==> src/rtl/add_sub_pkg.sv <==
// Shared constants for the registered adder/subtractor slice.
//   MODE_ADD / MODE_SUB : encodings of the mode select input m.
//   ADD_SUB_WIDTH       : default operand/result width.
package add_sub_pkg;

    localparam logic MODE_ADD = 1'b0;
    localparam logic MODE_SUB = 1'b1;

    localparam int unsigned ADD_SUB_WIDTH = 4;

endpackage

==> src/rtl/four_bit_adder_subtractor_if.sv <==
// Operand/result bundle for four_bit_adder_subtractor.
//   A, B     : operands (driven by master)
//   m        : mode select, 0 = add, 1 = subtract (driven by master)
//   Sum      : registered result, low WIDTH bits (driven by slave)
//   Carry    : registered carry-out of the MSB stage (driven by slave)
//   Overflow : registered signed overflow, only when ADD_SUB_OVERFLOW_EN is defined
interface four_bit_adder_subtractor_if
    import add_sub_pkg::*;
#(
    parameter int unsigned WIDTH = ADD_SUB_WIDTH
);

    logic [WIDTH-1:0] A;
    logic [WIDTH-1:0] B;
    logic             m;
    logic [WIDTH-1:0] Sum;
    logic             Carry;

`ifdef ADD_SUB_OVERFLOW_EN
    logic             Overflow;

    modport master (output A, output B, output m, input Sum, input Carry, input Overflow);
    modport slave  (input A, input B, input m, output Sum, output Carry, output Overflow);
`else
    modport master (output A, output B, output m, input Sum, input Carry);
    modport slave  (input A, input B, input m, output Sum, output Carry);
`endif

endinterface

==> src/rtl/full_adder.sv <==
// Single-bit full adder, purely combinational.
//   a, b, cin : addend bits and carry-in
//   s, cout   : sum bit and carry-out
module full_adder (
    input  logic a,
    input  logic b,
    input  logic cin,
    output logic s,
    output logic cout
);

    logic p;

    assign p    = a ^ b;
    assign s    = p ^ cin;
    assign cout = (a & b) | (cin & p);

endmodule

==> src/rtl/four_bit_adder_subtractor.sv <==
// Registered WIDTH-bit two's-complement adder/subtractor.
// m = 0 computes A + B, m = 1 computes A + ~B + 1 on the same ripple chain.
// Results are captured on the rising clock edge (1-cycle latency, no enable).
//   clk   : rising-edge clock
//   rst_n : asynchronous active-low reset, clears all outputs
//   bus   : slave side of four_bit_adder_subtractor_if (A, B, m in; Sum, Carry out)
// Optional: define ADD_SUB_OVERFLOW_EN to add a registered signed Overflow output.
module four_bit_adder_subtractor
    import add_sub_pkg::*;
#(
    parameter int unsigned WIDTH = ADD_SUB_WIDTH
) (
    input  logic                         clk,
    input  logic                         rst_n,
    four_bit_adder_subtractor_if.slave   bus
);

    logic [WIDTH-1:0] b_eff;
    logic [WIDTH:0]   carry;
    logic [WIDTH-1:0] sum_d;
    logic [WIDTH-1:0] sum_q;
    logic             carry_q;

    // Subtract reuses the adder: invert B and inject the +1 through carry-in.
    assign b_eff    = bus.B ^ {WIDTH{bus.m}};
    assign carry[0] = (bus.m == MODE_SUB);

    for (genvar i = 0; i < WIDTH; i++) begin : g_stage
        full_adder u_fa (
            .a    (bus.A[i]),
            .b    (b_eff[i]),
            .cin  (carry[i]),
            .s    (sum_d[i]),
            .cout (carry[i+1])
        );
    end

    always_ff @(posedge clk or negedge rst_n) begin
        if (!rst_n) begin
            sum_q   <= '0;
            carry_q <= 1'b0;
        end else begin
            sum_q   <= sum_d;
            carry_q <= carry[WIDTH];
        end
    end

    assign bus.Sum   = sum_q;
    assign bus.Carry = carry_q;

`ifdef ADD_SUB_OVERFLOW_EN
    logic overflow_q;

    // Signed overflow: carry into the sign bit disagrees with carry out of it.
    always_ff @(posedge clk or negedge rst_n) begin
        if (!rst_n) begin
            overflow_q <= 1'b0;
        end else begin
            overflow_q <= carry[WIDTH] ^ carry[WIDTH-1];
        end
    end

    assign bus.Overflow = overflow_q;
`endif

endmodule

==> src/flat_wrapper.sv <==
// flat-port wrapper written by rule: the top's interface ports become plain ports
module four_bit_adder_subtractor_flat import add_sub_pkg::*;
#(
    parameter int unsigned WIDTH = ADD_SUB_WIDTH
)
  (clk, rst_n, bus_A, bus_B, bus_m, bus_Sum, bus_Carry);
  four_bit_adder_subtractor_if #(.WIDTH(WIDTH)) bus_i ();
  input  logic clk;
  input  logic rst_n;
  input wire logic [$bits(bus_i.A)-1:0] bus_A;
  input wire logic [$bits(bus_i.B)-1:0] bus_B;
  input wire logic [$bits(bus_i.m)-1:0] bus_m;
  output wire logic [$bits(bus_i.Sum)-1:0] bus_Sum;
  output wire logic [$bits(bus_i.Carry)-1:0] bus_Carry;
  assign bus_i.A = bus_A;
  assign bus_i.B = bus_B;
  assign bus_i.m = bus_m;
  assign bus_Sum = bus_i.Sum;
  assign bus_Carry = bus_i.Carry;
  four_bit_adder_subtractor #(.WIDTH(WIDTH)) u_core (.clk(clk), .rst_n(rst_n), .bus(bus_i));
endmodule
==> config.mk <==
export PLATFORM = sky130hd
export DESIGN_NAME = four_bit_adder_subtractor_flat
export DESIGN_NICKNAME = d
export VERILOG_FILES = /design/src/rtl/add_sub_pkg.sv /design/src/rtl/four_bit_adder_subtractor_if.sv /design/src/rtl/full_adder.sv /design/src/rtl/four_bit_adder_subtractor.sv /design/src/flat_wrapper.sv
export SDC_FILE = /design/constraint.sdc
export NUM_CORES = 1
export LEC_CHECK = 0
export BUFFER_PORTS_ARGS = -buffer_cell sky130_fd_sc_hd__buf_2
export CORE_AREA = 2 2 39 41
export CTS_BUF_LIST = sky130_fd_sc_hd__clkbuf_4 sky130_fd_sc_hd__clkbuf_8
export CTS_CLUSTER_SIZE = 28
export DETAILED_ROUTE_END_ITERATION = 16
export DIE_AREA = 0 0 41 43
export GPL_TIMING_DRIVEN = 0
export MAX_ROUTING_LAYER = met4
export PLACE_DENSITY_LB_ADDON = 0.12
export SLEW_MARGIN = 15
export SYNTH_ARGS = -nofsm -noshare
export SYNTH_HDL_FRONTEND = slang
export SYNTH_SLANG_ARGS = --single-unit
==> constraint.sdc <==
create_clock -name clk -period 0.8 [get_ports clk]
set_input_delay 0.12 -clock clk [delete_from_list [all_inputs] [get_ports clk]]
set_output_delay 0.12 -clock clk [all_outputs]
set_load 0.1 [all_outputs]
==> flow_summary.yaml <==
critical_path:
  cp_num_buf_inv: 2
  required_ns: 0.91
  crit_path_end_kind: "flip-flop"
  crit_family: "adder cells"
  cp_common_cell: "fa_2"
  crit_type: "primary input to flip-flop"
  crit_fanout: 3
  endpoint: "u_core.bus.Sum[3]"
  crit_path_top_delay_cell: "fa_1"
  crit_start: "bus_m"
  worstPathArrival_ns: 1.51
  cp_cell_sequence: "buf_12, xnor2_4, fa_2, fa_2, inv_2, fa_1"
  start_kind: "primary input"
  slowest_delay_ns: 0.39
  cp_num_cells: 6
logic_synthesis:
  synthCells: 18
  synth_cell_types: 6
  synthesis.area_sq_um: 249
  synth_fp_nets: 32
  yosysTopAreaCellShare_pct: 50.3
  ys_seq_area_share_pct: 50.3
  synthTopCellsByArea: "dfrtp_1 50%, fa_1 24%, inv_1 7.5%"
  synth_area_leader_cell: "dfrtp_1"
  syn_area_per_cell_sq_um: 13.8
  ys_ff_latch: 5
  ys_warn_count: 0
routing:
  drc: 0
  vias: 190
  first_pass_iters: 2
  drtAntennaViolNets: 0
  wl_per_cell_um: 7.56
  viasPerCell: 3.45
  drtIter0Drc: 1
  wirelength_um: 416
outcome:
  violations: "negative setup slack"
  outcome: "complete, but fails checks"
job:
  drv_cap: 0
timing:
  hold_violations: 0
  timing.slew.headroom_pct: 87.0
  worstMarginPinSlew_ns: 0.190
  period_share_pct: 176
  setup_violations: 8
  final_max_slew_viol_count: 0
  rsz0062_at_grt: "true"
  setup_ws_ns: -0.608
  fmax_mhz: 710
  min_period_ns: 1.41
power_and_ir_drop:
  leakage_uw: 0.000240
  p_seq_share_pct: 25.4
  p_switching_uw: 596
  powerDensity_nw_per_um2: 2710
  power_frac_clock_pct: 22.9
  switching_share_pct: 44.0
  internal-power_uw: 759
  power_frac_comb_pct: 51.7
  ir_drop_mv: 0.703
die:
  die_area_sq_um: 1760
  boundaryPins: 16
  core-area_sq_um: 1380
  fp.dieH_um: 43
  rows: 14
  die_x_um: 41
  initial_core_util_pct: 18.0
layout:
  drive_above_1_share_pct: 71.8
  area_delta_synth_final_pct: 101
  antenna_cells: 0
  final_nets: 54
  instances_no_fill: 55
place:
  post-place-cells: 49
  dp_hpwl_um: 362
  io_buffer_count: 15
  gp_congestion: 0.609
  dpl_worst_slack_ns: -0.936
global_routing:
  grt_usage_pct: 7.17
  grt_max_degree: 6
  grt.overflow.total: 0
  grt_pass1_wl_um: 731
  antenna_found_initial: 0
  grt_pass1_vias: 199
clock_network:
  clkTransAtPathRegs_ns: 0.04
  cts_buffers: 3
  cts.sinks: 5
  clockBufferDepth: 2
  clock-root-buffer: "clkbuf_4"
  cts_tree: "done"
  cts.htree.levels: 1
min_path:
  hold_path_class: "primary input to flip-flop"
==> worst min path at each step <==
stage / slack (ns) / endpoint / cells past startpoint / startpoint
floorplan: -0.18 / u_core.bus.Carry / 0 / rst_n
detailed placement: -0.06 / u_core.bus.Sum[3] / 1 / rst_n
CTS: 0.05 / u_core.bus.Sum[0] / 2 / bus_B[0]
global placement: -0.07 / u_core.bus.Sum[3] / 1 / rst_n
finish: 0.05 / u_core.bus.Sum[0] / 2 / bus_B[0]
global route: 0.04 / u_core.bus.Sum[0] / 2 / bus_B[0]
==> synth_stat cells <==
library cell / count
dfrtp_1: 5
fa_1: 3
inv_1: 5
mux2i_1: 1
xnor2_1: 2
xor2_1: 2
==> cell type report <==
class / count / area, sq um
fill: 142 / 885
timing repair buffer: 17 / 171
sequential: 5 / 130
multi-input combinational: 8 / 129
clock buffer: 4 / 30.0
tap: 16 / 20.0
inverter: 5 / 18.8
==> power groups by stage <==
stage	logic, uW	registers (uW)	clock network (uW)
after CTS	691	342	324
after global routing	735	345	361
after floorplan	76.4	720	0
final	700	344	311
after global placement	577	323	0
after detailed placement	579	326	0
==> layer usage <==
metal / routed length, um / track usage (%) / vias to the layer above
met1: 124 / 4.97 / 85
li1: - / - / 91
met2: 218 / 10.3 / 12
met5: 0 / - / -
met4: 13 / 10.0 / 0
met3: 60 / 3.14 / 2
==> logic make-up (layout without fill, tap and decap cells) <==
kind of cell | count (synthesis) | in the layout | share of synthesized area, %
XOR/XNOR | 4 | 4 | 14.1
multiplexers | 1 | 1 | 4.02
adder cells (fa/ha/maj) | 3 | 3 | 24.1
flip-flops | 5 | 5 | 50.3
buffers and inverters | 5 | 26 | 7.54
==> cells in the final DEF (no fill, tap or decap) <==
master and n:
buf_2 7, inv_1 4, clkbuf_4 4, dfrtp_2 4, buf_6 3, buf_8 3, xor2_1 2, fa_2 2
buf_12 2, inv_2 1, xnor2_1 1, mux2i_1 1, xnor2_4 1, fa_1 1, dlygate4sd3_1 1, buf_4 1
dfrtp_1 1
==> per-stage QoR <==
step	TNS (ns)	power (uW)	utilization (%)	hold slack [ns]	area [sq um]
4_1_cts	-1.92	1360	35.4	0.0455	490
3_5_place_dp	-2.78	904	26.9	-0.0626	373
2_1_floorplan	-1.88	796	-	-0.176	278
5_1_grt	-2.12	1440	36.1	0.0439	499
3_3_place_gp	-2.73	900	26.9	-0.0668	373
6_report	-1.88	1360	36.1	0.0518	499
==> flip-flops by register name, summed over array words and instances (netlist names) <==
| signal | cells |
|---|---|
| u_core.bus.Carry | 1 |
| u_core.bus.Sum | 4 |
==> timing repair <==
| item | 4_1_cts | 5_1_grt |
|---|---|---|
| hold endpoints to repair | 5 | 0 |
| buffers inserted | 1 | 0 |
| setup endpoints to repair | 9 | 8 |
| resized for setup | 21 | 2 |
| hold buffers | 1 | 0 |
Power figures use the tool's default switching activity.
